File: src/rtl/event_serializer_pkg.sv
// Shared helpers for the event serializer slice.
package event_serializer_pkg;

    // Round-robin successor of a granted index, wrapping at the source count.
    function automatic int unsigned rr_next(input int unsigned grant, input int unsigned count);
        return (grant == count - 1) ? 0 : grant + 1;
    endfunction

endpackage

File: src/rtl/event_rr_arbiter.sv
// Combinational round-robin arbiter: lowest requesting index at or after ptr, else lowest overall.
module event_rr_arbiter #(
    parameter int unsigned COUNT      = 16,
    parameter int unsigned COUNT_BITS = 4
) (
    input  logic [COUNT-1:0]      req,
    input  logic [COUNT_BITS-1:0] ptr,
    output logic [COUNT_BITS-1:0] grant,
    output logic                  any
);

    logic [COUNT-1:0]   mask;
    logic [2*COUNT-1:0] dbl;
    logic               found;

    // Lower half holds requests at or above ptr, upper half the unmasked wrap-around copy.
    always_comb begin
        mask  = '0;
        grant = '0;
        found = 1'b0;
        for (int unsigned i = 0; i < COUNT; i++) begin
            mask[i] = (COUNT_BITS'(i) >= ptr);
        end
        dbl = {req, req & mask};
        for (int unsigned i = 0; i < 2 * COUNT; i++) begin
            if (!found && dbl[i]) begin
                found = 1'b1;
                grant = (i >= COUNT) ? COUNT_BITS'(i - COUNT) : COUNT_BITS'(i);
            end
        end
        any = |req;
    end

endmodule

File: src/rtl/event_serializer.sv
// Collects per-source event pulses and emits them as a round-robin stream of event numbers.
module event_serializer
    import event_serializer_pkg::*;
#(
    parameter int unsigned COUNT      = 16,
    parameter int unsigned COUNT_BITS = 4
) (
    input  logic                  clk,
    input  logic                  rst_n,
    input  logic [COUNT-1:0]      sn_event_valid,
    output logic [COUNT-1:0]      sn_event_ready,
    output logic [COUNT_BITS-1:0] m_evno_data,
    output logic                  m_evno_valid,
    input  logic                  m_evno_ready
);

    if ((COUNT < 2) || (COUNT > (1 << COUNT_BITS))) begin : g_param_check
        $error("event_serializer: COUNT must be in 2..2**COUNT_BITS");
    end

    logic [COUNT-1:0]      pending;
    logic [COUNT-1:0]      pending_next;
    logic [COUNT-1:0]      grant_onehot;
    logic [COUNT_BITS-1:0] ptr;
    logic [COUNT_BITS-1:0] grant;
    logic                  any;
    logic                  load;

    event_rr_arbiter #(
        .COUNT      (COUNT),
        .COUNT_BITS (COUNT_BITS)
    ) u_arb (
        .req   (pending),
        .ptr   (ptr),
        .grant (grant),
        .any   (any)
    );

    assign sn_event_ready = ~pending;
    assign load           = ~m_evno_valid | m_evno_ready;

    // Captures and the grant clear never collide: a pending source is not ready.
    always_comb begin
        grant_onehot = '0;
        for (int unsigned i = 0; i < COUNT; i++) begin
            grant_onehot[i] = (COUNT_BITS'(i) == grant);
        end
        pending_next = pending | (sn_event_valid & ~pending);
        if (load && any) begin
            pending_next = pending_next & ~grant_onehot;
        end
    end

    always_ff @(posedge clk or negedge rst_n) begin
        if (!rst_n) begin
            pending      <= '0;
            ptr          <= '0;
            m_evno_valid <= 1'b0;
            m_evno_data  <= '0;
        end else begin
            pending <= pending_next;
            if (load) begin
                if (any) begin
                    m_evno_valid <= 1'b1;
                    m_evno_data  <= grant;
                    ptr          <= COUNT_BITS'(rr_next(32'(grant), COUNT));
                end else begin
                    m_evno_valid <= 1'b0;
                end
            end
        end
    end

endmodule
File: config.mk
export PLATFORM = sky130hd
export DESIGN_NAME = event_serializer
export DESIGN_NICKNAME = d
export VERILOG_FILES = /design/src/rtl/event_serializer_pkg.sv /design/src/rtl/event_rr_arbiter.sv /design/src/rtl/event_serializer.sv
export SDC_FILE = /design/constraint.sdc
export NUM_CORES = 1
export LEC_CHECK = 0
export CORE_MARGIN = 2
export CORE_UTILIZATION = 57
export CTS_BUF_LIST = sky130_fd_sc_hd__clkbuf_8
export DETAILED_ROUTE_END_ITERATION = 8
export PLACE_DENSITY = 0.88
export SLEW_MARGIN = 20
export SYNTH_ARGS = -nofsm -noshare
export SYNTH_HDL_FRONTEND = slang
export SYNTH_HIERARCHICAL = 1
export SYNTH_SLANG_ARGS = --single-unit
File: constraint.sdc
create_clock -name clk -period 5.6 [get_ports clk]
set_clock_uncertainty 0.1 [all_clocks]
set_input_delay 0.56 -clock clk [delete_from_list [all_inputs] [get_ports clk]]
set_output_delay 0.56 -clock clk [all_outputs]
set_load 0.01 [all_outputs]
Word level (Yosys, flattened, before mapping) --
Index checks and enable logic that the tools add are counted.
Word-level totals: bits of input ports 19, output and inout port bits 21, logic and storage cells 176, flip-flop bits (word level) 25
Operators by class: add/subtract/negate cells 1, reductions and logical operators 66, order comparisons 16, equality and inequality tests 16, muxes and demuxes 65, bitwise operators 8
Operators by type and width (number):
- $mux 4 | 25
- $and 16x16->16 | 3
- $mux 1 | 33
- $eq 4x4->1 const A | 8
- $ge 4x4->1 const A | 8
- $logic_and 1x1->1 | 32
- $not 16->16 | 2
- $logic_not 1->1 | 31
- $eq 3x4->1 const A | 4
- $ge 3x4->1 const A | 4
- $mux 16 | 1
- $or 16x16->16 | 1
- $reduce_or 16->1 | 1
- $mux 3 | 4
- $eq 2x4->1 const A | 2
- $ge 1x4->1 const A | 2
- $ge 2x4->1 const A | 2
- $add 4x1->4 const B | 1
- $eq 1x4->1 const A | 1
- $eq 4x4->1 const B | 1
- $logic_not 4->1 | 1
- $mux 2 | 2
- $reduce_and 2->1 | 1
- $not 1->1 | 1
- $or 1x1->1 | 1

Depth between registers and ports, before layout --
Gate-level depths: netlist (run 1).
word-level depth 100, depth in mapped cells 13, mapped depth without buffers 10

Hierarchy --
The synthesis (run 1) kept the hierarchy.
By module, submodules not included:
- event_serializer | area an instance 1148.6 sq um, cells an instance 108, seq. area each 625.6 sq um, times used 1
- event_rr_arbiter | area an instance 789.5 sq um, cells an instance 113, seq. area each 0.0 sq um, times used 1

Worst setup path after synthesis (run 1) --
OpenSTA, ideal clock, no wires.
path type reg2reg, start register pending[0], end register ptr[1], clock period less this slack 2704 ps, required time 5375 ps, library setup time 125 ps, cell stages (with the launch flop) 12, arrival time 2480 ps, path slack 2896 ps, path buffers 2, cell sequence dfrtp_1 > and2b_2 > o211ai_1 > and2_1 > buf_6 > and3_4 > buf_6 > a211oi_1 > o21ai_1 > inv_1 > ha_1 > mux2_2
On the way: longest elaborated chain between the ends 97, elaborated cells between the ends (all ways) 130, those cells by class 1 x add/sub; 1 x eq/ne; 63 x mux; 1 x bitwise; 64 x reduce/logical
Ends and longest elaborated chain:
- start, declared | line event_serializer.sv:21 | logic [COUNT-1:0] pending;
- start signal, assigned | line event_serializer.sv:61 | pending <= pending_next;
- $and 16x16->16 | line event_rr_arbiter.sv:24 | dbl = {req, req & mask};
- $mux 1 | line event_rr_arbiter.sv:26 | if (!found && dbl[i]) begin
- $logic_not 1->1 | line event_rr_arbiter.sv:26
- $logic_and 1x1->1 | line event_rr_arbiter.sv:26
- $mux 1 | line event_rr_arbiter.sv:26
- $logic_not 1->1 | line event_rr_arbiter.sv:26
- $logic_and 1x1->1 | line event_rr_arbiter.sv:26
- $mux 1 | line event_rr_arbiter.sv:26
- (+82 left out)
- $logic_and 1x1->1 | line event_rr_arbiter.sv:26
- $mux 1 | line event_rr_arbiter.sv:26
- $logic_not 1->1 | line event_rr_arbiter.sv:26
- $logic_and 1x1->1 | line event_rr_arbiter.sv:26
- $mux 4 (*) | line event_rr_arbiter.sv:26
- named net grant[0] | line event_serializer.sv:25 | logic [COUNT_BITS-1:0] grant;
- $add 4x1->4 or $eq 4x4->1 (tied branches) | line event_serializer_pkg.sv:6 | return (grant == count - 1) ? 0 : grant + 1;
- $mux 4 (*) | line event_serializer_pkg.sv:6
- end signal, assigned | line event_serializer.sv:66 | ptr <= COUNT_BITS'(rr_next(32'(grant), COUNT));
- end, declared | line event_serializer.sv:24 | logic [COUNT_BITS-1:0] ptr;
The timed path passes the listed nets; every way through them passes the cells marked *. A chain may end at the register's enable or synchronous reset.

Worst setup path after layout (run 1) --
start register ptr[0], end register ptr[1]
On the way: longest elaborated chain between the ends 98, elaborated cells between the ends (all ways) 144, those cells by class 1 x add/sub; 16 x order compare; 1 x eq/ne; 63 x mux; 1 x bitwise; 62 x reduce/logical
Ends and longest elaborated chain:
- $ge 1x4->1 | line event_rr_arbiter.sv:22 | mask[i] = (COUNT_BITS'(i) >= ptr);
- $and 16x16->16 (*) | line event_rr_arbiter.sv:24
- $mux 1 | line event_rr_arbiter.sv:26
- $logic_not 1->1 | line event_rr_arbiter.sv:26
- $logic_and 1x1->1 | line event_rr_arbiter.sv:26
- $mux 1 | line event_rr_arbiter.sv:26
- $logic_not 1->1 | line event_rr_arbiter.sv:26
- $logic_and 1x1->1 | line event_rr_arbiter.sv:26
- (+83 left out)
- $logic_and 1x1->1 | line event_rr_arbiter.sv:26
- $mux 1 | line event_rr_arbiter.sv:26
- $logic_not 1->1 | line event_rr_arbiter.sv:26
- $logic_and 1x1->1 | line event_rr_arbiter.sv:26
- $mux 4 (*) | line event_rr_arbiter.sv:26
- named net grant[0] | line event_serializer.sv:25
- $add 4x1->4 or $eq 4x4->1 (tied branches) | line event_serializer_pkg.sv:6
- $mux 4 (*) | line event_serializer_pkg.sv:6
Marks and branches as above.

==> out/metrics.csv, run 1 <==
metric,value,unit
clock slew seen by the registers of the worst setup and hold paths,0.08,ns
HP Class,in -> async,
"EDFF count, synth",0,
Mapped Nets,247,
GRT Util Overall,26.2,%
setup TNS,0,ns
vias in the first global route,1694,
Vias per Instance,6.07,
sequential cell area fraction in the yosys report,32.3,%
initial antenna violation count,0,
Tcrit/Tclk final,59.1,%
worst path required time,5.66,ns
via count,1826,
"top cells by area, synth","dfrtp_1 32%, a31oi_1 6.5%, nor2_1 5.8%",
CTS Sinks,25,
layout cell share with drive strength beyond 1,12.5,%
port bufs,39,
Clock Tree Root,clkbuf_8,
GP Congestion,0.979,
Cell variety after synth,60,
FF+latch area,626,sq um
worst slew pin tran,0.713,ns
ys async rst share,100,%
crit path cell chain,"and2b_2, o211ai_1, and2_1, and3_4, a211oi_1, o21ai_1, inv_1, ha_1, mux2_2",
HPWL after detailed placement,3730,microns
slowest CP cell,dfrtp_1,
Yosys reg bits,25,
synth warn,6,
row count,21,
die footprint,3880,sq um
"non-filler cells, final",301,
first-pass GRT wire length,8180,microns
Detailed Route Iter0 Violations,203,
drt first pass iters,4,
most common cell in the synthesized netlist,nor2_1,
Num CTS Buffers,3,
max-cap violations,0,
Clock Path Buffers,2,
switching part of the total,48.8,%
TritonCTS clock tree,yes,
total grt overflow,0,
Post-DRT Antenna Nets,0,
Post-CTS Repair Setup Buffers,0,
Critical Path Fanout Max,14,
Logic pwr share,61.6,%
# DRC,0,
CTS Hold Buffers Added,0,
Die W,62.3,microns
area grow syn2layout,20.5,%
NetSw,0.617,mW
P_leak,1.01,nW
fillers,267,
power consumption,1.26,mW
Max Clk Rate,0.302,GHz
CP Capture Type,flip-flop,
Synth Flop Type,dfrtp_1,
share of the synthesized area in the top cell type,32.3,%
core area,3310,sq um
post-cts resize count,0,
Crit Path Class,reg -> reg,
final slew viol count,0,
reg2reg setup slack,2.29,ns
DIE HEIGHT,62.3,microns
Max stage delay on crit path,0.61,ns
Seq pwr share,30.0,%
WP data arrival,3.37,ns
placed cells,297,
synthesized cell area,1940,sq um
Peak supply drop,0.000408,V
"top cells by count, synth","30 x nor2_1, 25 x dfrtp_1, 24 x inv_1",
status,"finished, final reports clean",
internal power,0.648,mW
Avg Inst Size Synth,8.77,sq um
# H-tree levels,1,
CP Launch Type,flip-flop,
area of the multi-input gates,1120,sq um
Pwr Density,541,nW/um^2
pin count of the biggest net entering global routing,26,
RSZ-0062 raised after global routing,no,
clock network fraction of design power,8.4,%
Initial Util,58.5,%
final WL,5000,microns
min Tclk post-route,3.31,ns
Slew HR,52.2,%
Nets,282,
Final setup viols,0,
Clock Latency Late Sink,0.27,ns
Fin. Hold Viols,0,
Synth Instances,221,
Antenna Cells,0,
Top-Level Pins,40,
"area leader, netlist",dfrtp_1,
DR WL/cell,16.6,microns
## metal layers
layer / up-vias / GRT usage, % / routed length, microns
met5: - / 0 / 0
met4: 0 / 10.8 / 103
met3: 11 / 0.906 / 272
met2: 75 / 44.2 / 2440
met1: 872 / 35.8 / 2180
li1: 868 / - / -
## layout by cell type, fill, tap and decap left out, drive strengths merged, types with 4 or more instances in the layout
master          n
a21boi          5
a21oi          13
a31oi          20
clkdlybuf4s50  38
dfrtp          25
ha              7
inv            25
mux2            6
nand2           7
nand2b          5
nor2           31
nor2b           4
nor3            5
o211ai          4
o21ai          12
## registers in the layout (all words and copies together), names as in the netlist
signal	count
pending	16
ptr	4
m_evno_data	4
m_evno_valid	1
## path summary, 6_finish.rpt
check                                           startpoint                    endpoint  cells after the start
worst max-delay path                    ptr[0]$_DFFE_PN0N_          ptr[1]$_DFFE_PN0N_                      9
worst min-delay path                                 rst_n  m_evno_data[1]$_DFFE_PN0N_                      1
worst max register to register          ptr[0]$_DFFE_PN0N_          ptr[1]$_DFFE_PN0N_                      9
worst min register to register  m_evno_data[2]$_DFFE_PN0N_  m_evno_data[2]$_DFFE_PN0N_                      1
max in group asynchronous                            rst_n       pending[11]$_DFF_PN0_                      1
min in group clk                m_evno_data[2]$_DFFE_PN0N_  m_evno_data[2]$_DFFE_PN0N_                      1
## per-stage QoR
step                      hold WS, ns  cell area [sq um]  setup WS (ns)  util [%]
after global routing            0.209               2340           2.09      70.6
after CTS                       0.422               2340           2.36      70.7
after detailed placement        0.396               2290           2.43      69.3
after global placement          0.395               2290           2.57      69.3
final                           0.159               2340           2.29      70.6
after floorplan                 0.164               1940           2.90         -
## power groups by stage
| stage | sequential [mW] | clock, mW | combinational [mW] |
|---|---|---|---|
| 6_report | 0.379 | 0.106 | 0.779 |
| 3_3_place_gp | 0.377 | 0 | 0.736 |
| 4_1_cts | 0.376 | 0.107 | 0.770 |
| 2_1_floorplan | 0.323 | 0 | 0.576 |
| 3_5_place_dp | 0.379 | 0 | 0.761 |
| 5_1_grt | 0.394 | 0.112 | 0.854 |
## worst max-delay path, delay by kind of cell, from the launching register on
family / cells / cell delay, ns
AOI/OAI and AO/OA: 3 / 0.87
and+or+nand+nor: 3 / 0.85
DFF: 1 / 0.61
adders and majority gates: 1 / 0.33
muxes: 1 / 0.25
buffers and inverters: 1 / 0.19
## area by class of cell
cell class,count,share of cell area [%]
sequential,25,26.8
timing repair buffer,39,16.5
clock inverter,1,0.214
clock buffer,3,1.77
tap,46,2.46
inverter,25,4.23
multi-input combinational,162,48.0
## logic make-up (layout without fill, tap and decap cells)
group	Yosys count	in the layout	synth area share, %
AO/OA/AOI/OAI	74	74	27.4
XOR/XNOR	1	1	0.452
adder cells (fa/ha/maj)	7	7	4.52
buffers and inverters	34	68	9.81
flip-flops	25	25	32.3
multiplexers	6	6	3.87
AND/OR/NAND/NOR	74	74	21.7
(Power assumes the default switching activity.)
==> run 2, diff against run 1 <==
--- a/config.mk
+++ b/config.mk
@@ -6,10 +6,10 @@
 export NUM_CORES = 1
 export LEC_CHECK = 0
 export CORE_MARGIN = 2
-export CORE_UTILIZATION = 57
+export CORE_UTILIZATION = 48
 export CTS_BUF_LIST = sky130_fd_sc_hd__clkbuf_8
 export DETAILED_ROUTE_END_ITERATION = 8
-export PLACE_DENSITY = 0.88
+export PLACE_DENSITY = 0.79
 export SLEW_MARGIN = 20
 export SYNTH_ARGS = -nofsm -noshare
 export SYNTH_HDL_FRONTEND = slang
==> constraint.sdc (replaced) <==
create_clock -name clk -period 2.85 [get_ports clk]
set_clock_uncertainty 0.1 [all_clocks]
set_input_delay 0.285 -clock clk [delete_from_list [all_inputs] [get_ports clk]]
set_output_delay 0.285 -clock clk [all_outputs]
set_load 0.01 [all_outputs]
==> run 2 against run 1 <==
  * Clock power is 93% higher
  * Utilization is 5.9 points lower
  * Fmax is 23% higher
  * Setup slack worse by 2.1 ns
  * Via count is 4.1% higher
  * Final area is 9.2% higher
  * Critical path type unchanged
  * Largest power group unchanged
==> out/metrics.csv, run 2 (synthesis results as in run 1) <==
metric,value,unit,change
status,"finished, final reports clean",,
TritonCTS clock tree,yes,,
Max Clk Rate,0.372,GHz,+23%
worst path required time,2.91,ns,-2.75 ns
Fin. Hold Viols,0,,unchanged
# DRC,0,,unchanged
max-cap violations,0,,unchanged
pin count of the biggest net entering global routing,26,,unchanged
core area,3940,sq um,+19%
CTS Sinks,25,,unchanged
P_leak,1.13,nW,+12%
area of the multi-input gates,1130,sq um,+0.56%
CP Launch Type,flip-flop,,
HP Class,in -> async,,
drt first pass iters,4,,unchanged
CP Capture Type,flip-flop,,
Nets,308,,+9.2%
vias in the first global route,1876,,+11%
final WL,5490,microns,+9.7%
Crit Path Class,reg -> reg,,
Initial Util,49.2,%,-9.4 points
Pwr Density,1100,nW/um^2,+100%
Top-Level Pins,40,,unchanged
most frequent cells in the layout,"39 x clkdlybuf4s50_1, 30 x nor2_1, 26 x buf_4, 25 x inv_1, 22 x dfrtp_1",,
Clock Path Buffers,2,,unchanged
Clock Tree Root,clkbuf_8,,
Num CTS Buffers,3,,unchanged
GRT Util Overall,26.8,%,+0.64 points
"non-filler cells, final",331,,+10%
DIE HEIGHT,67.5,microns,+8.4%
Final setup viols,0,,unchanged
port bufs,39,,unchanged
Vias per Instance,5.74,,-5.3%
layout cell share with drive strength beyond 1,21.7,%,+9.2 points
Die W,67.5,microns,+8.4%
FF+latch area,629,sq um,+0.60%
via count,1901,,+4.1%
final slew viol count,0,,unchanged
Clock Latency Late Sink,0.27,ns,about the same
Peak supply drop,0.000909,V,+120%
# H-tree levels,1,,unchanged
initial antenna violation count,0,,unchanged
worst slew pin tran,0.484,ns,-0.228 ns
fillers,322,,+21%
row count,23,,+9.5%
Tcrit/Tclk final,94.4,%,+35 points
Critical Path Fanout Max,9,,-5
Slew HR,66.9,%,+15 points
clock slew seen by the registers of the worst setup and hold paths,0.08,ns,about the same
hold_ws,0.270,ns,+0.110 ns
Reg with most FFs,pending,,
Antenna Cells,0,,unchanged
area grow syn2layout,31.6,%,
DR WL/cell,16.6,microns,-0.21%
RSZ-0062 raised after global routing,no,,
GP Congestion,0.983,,+0.47%
HPWL after detailed placement,4290,microns,+15%
setup TNS,0,ns,unchanged
first-pass GRT wire length,9070,microns,+11%
total grt overflow,0,,unchanged
min Tclk post-route,2.69,ns,-0.620 ns
power consumption,2.81,mW,+120%
Regs by FF count,"pending x16, m_evno_data x4, ptr x4",,
die footprint,4560,sq um,+18%
"commonest non-fill, non-tap cell in the layout",clkdlybuf4s50_1,,
Post-DRT Antenna Nets,0,,unchanged
Detailed Route Iter0 Violations,154,,-24%
placed cells,326,,+9.8%
Largest register FFs,16,,unchanged
WP data arrival,2.75,ns,-0.62 ns
run 2: stage by stage:
step	util, %	setup slack [ns]	cell area, sq um
floorplan	-	0.146	1940
global placement	63.1	0.140	2490
detailed placement	63.1	0.0487	2490
CTS	64.2	0.0197	2530
global route	64.7	0.00884	2550
finish	64.7	0.159	2550
run 2: final timing paths:
kind | start | end | slack (ns) | cells after the start
min | rst_n | m_evno_data[3]$_DFFE_PN0N_ | 0.27 | 2
min in group clk | m_evno_data[3]$_DFFE_PN0N_ | m_evno_data[3]$_DFFE_PN0N_ | 0.43 | 1
max | ptr[0]$_DFFE_PN0N_ | ptr[1]$_DFFE_PN0N_ | 0.16 | 10
max reg2reg | ptr[0]$_DFFE_PN0N_ | ptr[1]$_DFFE_PN0N_ | 0.16 | 10
max in group asynchronous | rst_n | ptr[3]$_DFFE_PN0N_ | 2.12 | 2
min reg2reg | m_evno_data[3]$_DFFE_PN0N_ | m_evno_data[3]$_DFFE_PN0N_ | 0.43 | 1
run 2: repair_timing:
action,in CTS,in global routing
buffers inserted,0,1
hold buffers,0,0
endpoints found under the setup margin,0,20
resized for setup,0,5
run 2: worst max-delay path: stages, from the launching register on:
cell and delay (ns):
dfrtp_1 0.45, buf_4 0.20, nand2b_1 0.07, a21boi_1 0.09, o32a_4 0.39, and3_4 0.22
o41ai_1 0.06, a41o_1 0.36, inv_1 0.10, ha_1 0.27, mux2_2 0.26
run 2: per-layer routing:
| layer | global-route usage [%] | share of wire [%] |
|---|---|---|
| met1 | 35.2 | 43 |
| met2 | 45.1 | 49 |
| met3 | 4.00 | 6.7 |
| met4 | 8.93 | 1.2 |
| met5 | 0 | 0 |
run 2: report_power, final:
| part | internal, mW | leakage [nW] | switching (mW) |
|---|---|---|---|
| Combinational | 0.955 | 0.859 | 0.945 |
| Sequential | 0.483 | 0.246 | 0.218 |
| Clock | 0.0965 | 0.0269 | 0.108 |
run 2: cell type report:
cell class / instances / share of cell area, %
Clock buffer: 3 / 1.62
Multi-Input combinational cell: 162 / 44.3
Inverter: 25 / 3.88
Tap cell: 50 / 2.45
Sequential cell: 25 / 24.7
Clock inverter: 1 / 0.147
Timing Repair Buffer: 65 / 23.0
==> run 3, diff against run 2 <==
--- a/config.mk
+++ b/config.mk
@@ -5,6 +5,7 @@
 export SDC_FILE = /design/constraint.sdc
 export NUM_CORES = 1
 export LEC_CHECK = 0
+export CORE_ASPECT_RATIO = 0.9
 export CORE_MARGIN = 2
 export CORE_UTILIZATION = 48
 export CTS_BUF_LIST = sky130_fd_sc_hd__clkbuf_8
==> run 3 against run 2 <==
  * Clock power hardly changed
  * Largest power group unchanged
  * Clock-buffer cell count unchanged
  * Die area barely moved
  * Hold slack lost 0.00056 ns
  * Flip-flop and latch count unchanged
  * Power is 1.7% lower
  * Global-route usage decreased by 2.3 points
  * Highest routed layer unchanged
  * Register-to-register slack worse by 0.04 ns
  * Largest cell class unchanged
==> out/metrics.csv, run 3 (synthesis results as in run 1) <==
metric,value,unit,change
area of the multi-input gates,1160,sq um,+2.4%
port bufs,39,,unchanged
min Tclk post-route,2.73,ns,+0.0381 ns
Pwr Density,1100,nW/um^2,-0.29%
CTS Sinks,25,,unchanged
Worst R2R Start,ptr[0]$_DFFE_PN0N_,,
Detailed Route Iter0 Violations,192,,+25%
WP data arrival,2.79,ns,+0.04 ns
row count,21,,-8.7%
Regs by FF count,"pending x16, m_evno_data x4, ptr x4",,
reg2reg setup slack,0.12,ns,-0.04 ns
HPWL after detailed placement,4000,microns,-6.8%
Vias per Instance,5.98,,+4.1%
GP Congestion,0.960,,-2.4%
Largest register FFs,16,,unchanged
setup TNS,0,ns,unchanged
Clock Latency Late Sink,0.27,ns,about the same
# DRC,0,,unchanged
CP Launch Type,flip-flop,,
Tcrit/Tclk final,95.8,%,+1.3 points
Initial Util,51.2,%,+2.1 points
"commonest non-fill, non-tap cell in the layout",clkdlybuf4s50_1,,
"non-filler cells, final",319,,-3.6%
Die W,71.0,microns,+5.1%
die footprint,4560,sq um,about the same
pin count of the biggest net entering global routing,26,,unchanged
P_leak,1.12,nW,-1.4%
Register-to-Register Path Depth,10,,unchanged
total grt overflow,0,,unchanged
initial antenna violation count,0,,unchanged
drt first pass iters,4,,unchanged
Final setup viols,0,,unchanged
most frequent cells in the layout,"39 x clkdlybuf4s50_1, 29 x nor2_1, 25 x inv_1, 21 x dfrtp_1, 20 x a31oi_1",,
status,"finished, final reports clean",,
final WL,5280,microns,-3.8%
Max Clk Rate,0.366,GHz,-1.4%
slowest CP cell,dfrtp_2,,
layout cell share with drive strength beyond 1,21.2,%,-0.46 points
Antenna Cells,0,,unchanged
Clock Tree Root,clkbuf_8,,
worst slew pin tran,0.520,ns,+0.0355 ns
Crit Path Class,reg -> reg,,
core area,3780,sq um,-4.0%
Num CTS Buffers,3,,unchanged
Reg with most FFs,pending,,
clock slew seen by the registers of the worst setup and hold paths,0.08,ns,about the same
Max stage delay on crit path,0.47,ns,+0.02 ns
# H-tree levels,1,,unchanged
Critical Path Fanout Max,8,,-1
Clock Path Buffers,2,,unchanged
crit path cell chain,"buf_4, nand4_2, a21oi_2, nor3b_1, o21ai_0, a211o_2, a41o_2, inv_1, ha_1, mux2_2",,
placed cells,313,,-4.0%
Top-Level Pins,40,,unchanged
DR WL/cell,16.6,microns,-0.13%
worst path required time,2.91,ns,about the same
Crit Reg-Reg Endpoint,ptr[1]$_DFFE_PN0N_,,
first-pass GRT wire length,8940,microns,-1.5%
HP Class,in -> async,,
GRT Util Overall,24.6,%,-2.3 points
Nets,300,,-2.6%
vias in the first global route,1779,,-5.2%
Peak supply drop,0.000707,V,-22%
area grow syn2layout,29.7,%,
Slew HR,64.4,%,-2.4 points
fillers,324,,+0.62%
DIE HEIGHT,64.3,microns,-4.8%
via count,1908,,+0.37%
FF+latch area,631,sq um,+0.20%
max-cap violations,0,,unchanged
Fin. Hold Viols,0,,unchanged
final slew viol count,0,,unchanged
Post-DRT Antenna Nets,0,,unchanged
RSZ-0062 raised after global routing,no,,
TritonCTS clock tree,yes,,
CP Capture Type,flip-flop,,
[run 3: area by class of cell]
type / count / area share [%]
clock buffers: 3 / 1.64
well taps: 46 / 2.29
flip-flops and latches: 25 / 25.1
multi-input cells: 162 / 46.0
clock inverters: 1 / 0.149
repair buffers: 57 / 20.9
inverters: 25 / 3.93
[run 3: how the worst max path moves through the flow]
stage / from / end / slack (ns) / cells past startpoint
after global routing: ptr[0]$_DFFE_PN0N_ / ptr[3]$_DFFE_PN0N_ / 0.004 / 11
after CTS: ptr[3]$_DFFE_PN0N_ / ptr[0]$_DFFE_PN0N_ / 0.02 / 9
final: ptr[0]$_DFFE_PN0N_ / ptr[1]$_DFFE_PN0N_ / 0.12 / 10
after floorplan: pending[0]$_DFF_PN0_ / ptr[1]$_DFFE_PN0N_ / 0.15 / 11
after detailed placement: ptr[0]$_DFFE_PN0N_ / ptr[1]$_DFFE_PN0N_ / 0.04 / 9
after global placement: ptr[0]$_DFFE_PN0N_ / ptr[1]$_DFFE_PN0N_ / 0.06 / 9
[run 3: critical path, delay by kind of cell, from the launching register on]
kind	cells	cell delay [ns]
muxes	1	0.26
and+or+nand+nor	2	0.29
DFF	1	0.47
AOI/OAI and AO/OA	4	0.98
adders and majority gates	1	0.24
buffers and inverters	2	0.28
[run 3: what timing repair did]
action                     in CTS  in global routing
hold buffers                    0                  0
buffers inserted                0                  2
pin swaps                       0                  1
setup endpoints to repair       3                 17
resized for setup               1                 11
[run 3: per-layer routing]
| metal | track usage (%) | wire, microns | share of wire [%] |
|---|---|---|---|
| met5 | 0 | 0 | 0 |
| met4 | 9.20 | 130 | 2.5 |
| met3 | 1.89 | 365 | 6.9 |
| met2 | 37.5 | 2390 | 45 |
| met1 | 36.2 | 2390 | 45 |
[run 3: power by group]
group	total [mW]	switching [mW]	leakage (nW)	internal, mW
Clock	0.206	0.110	0.0269	0.0965
Combinational	1.82	0.917	0.844	0.901
Sequential	0.733	0.249	0.246	0.484
Total	2.76	1.28	1.12	1.48
[run 3: through the flow]
step	setup WS [ns]	hold WS [ns]	util (%)	power, mW	area [sq um]
finish	0.121	0.269	66.4	2.76	2510
global route	0.00367	0.300	66.4	2.97	2510
CTS	0.0153	0.276	65.0	2.68	2460
detailed placement	0.0389	0.399	63.8	2.45	2410
global placement	0.0619	0.399	63.8	2.42	2410
floorplan	0.146	-0.111	-	1.77	1940
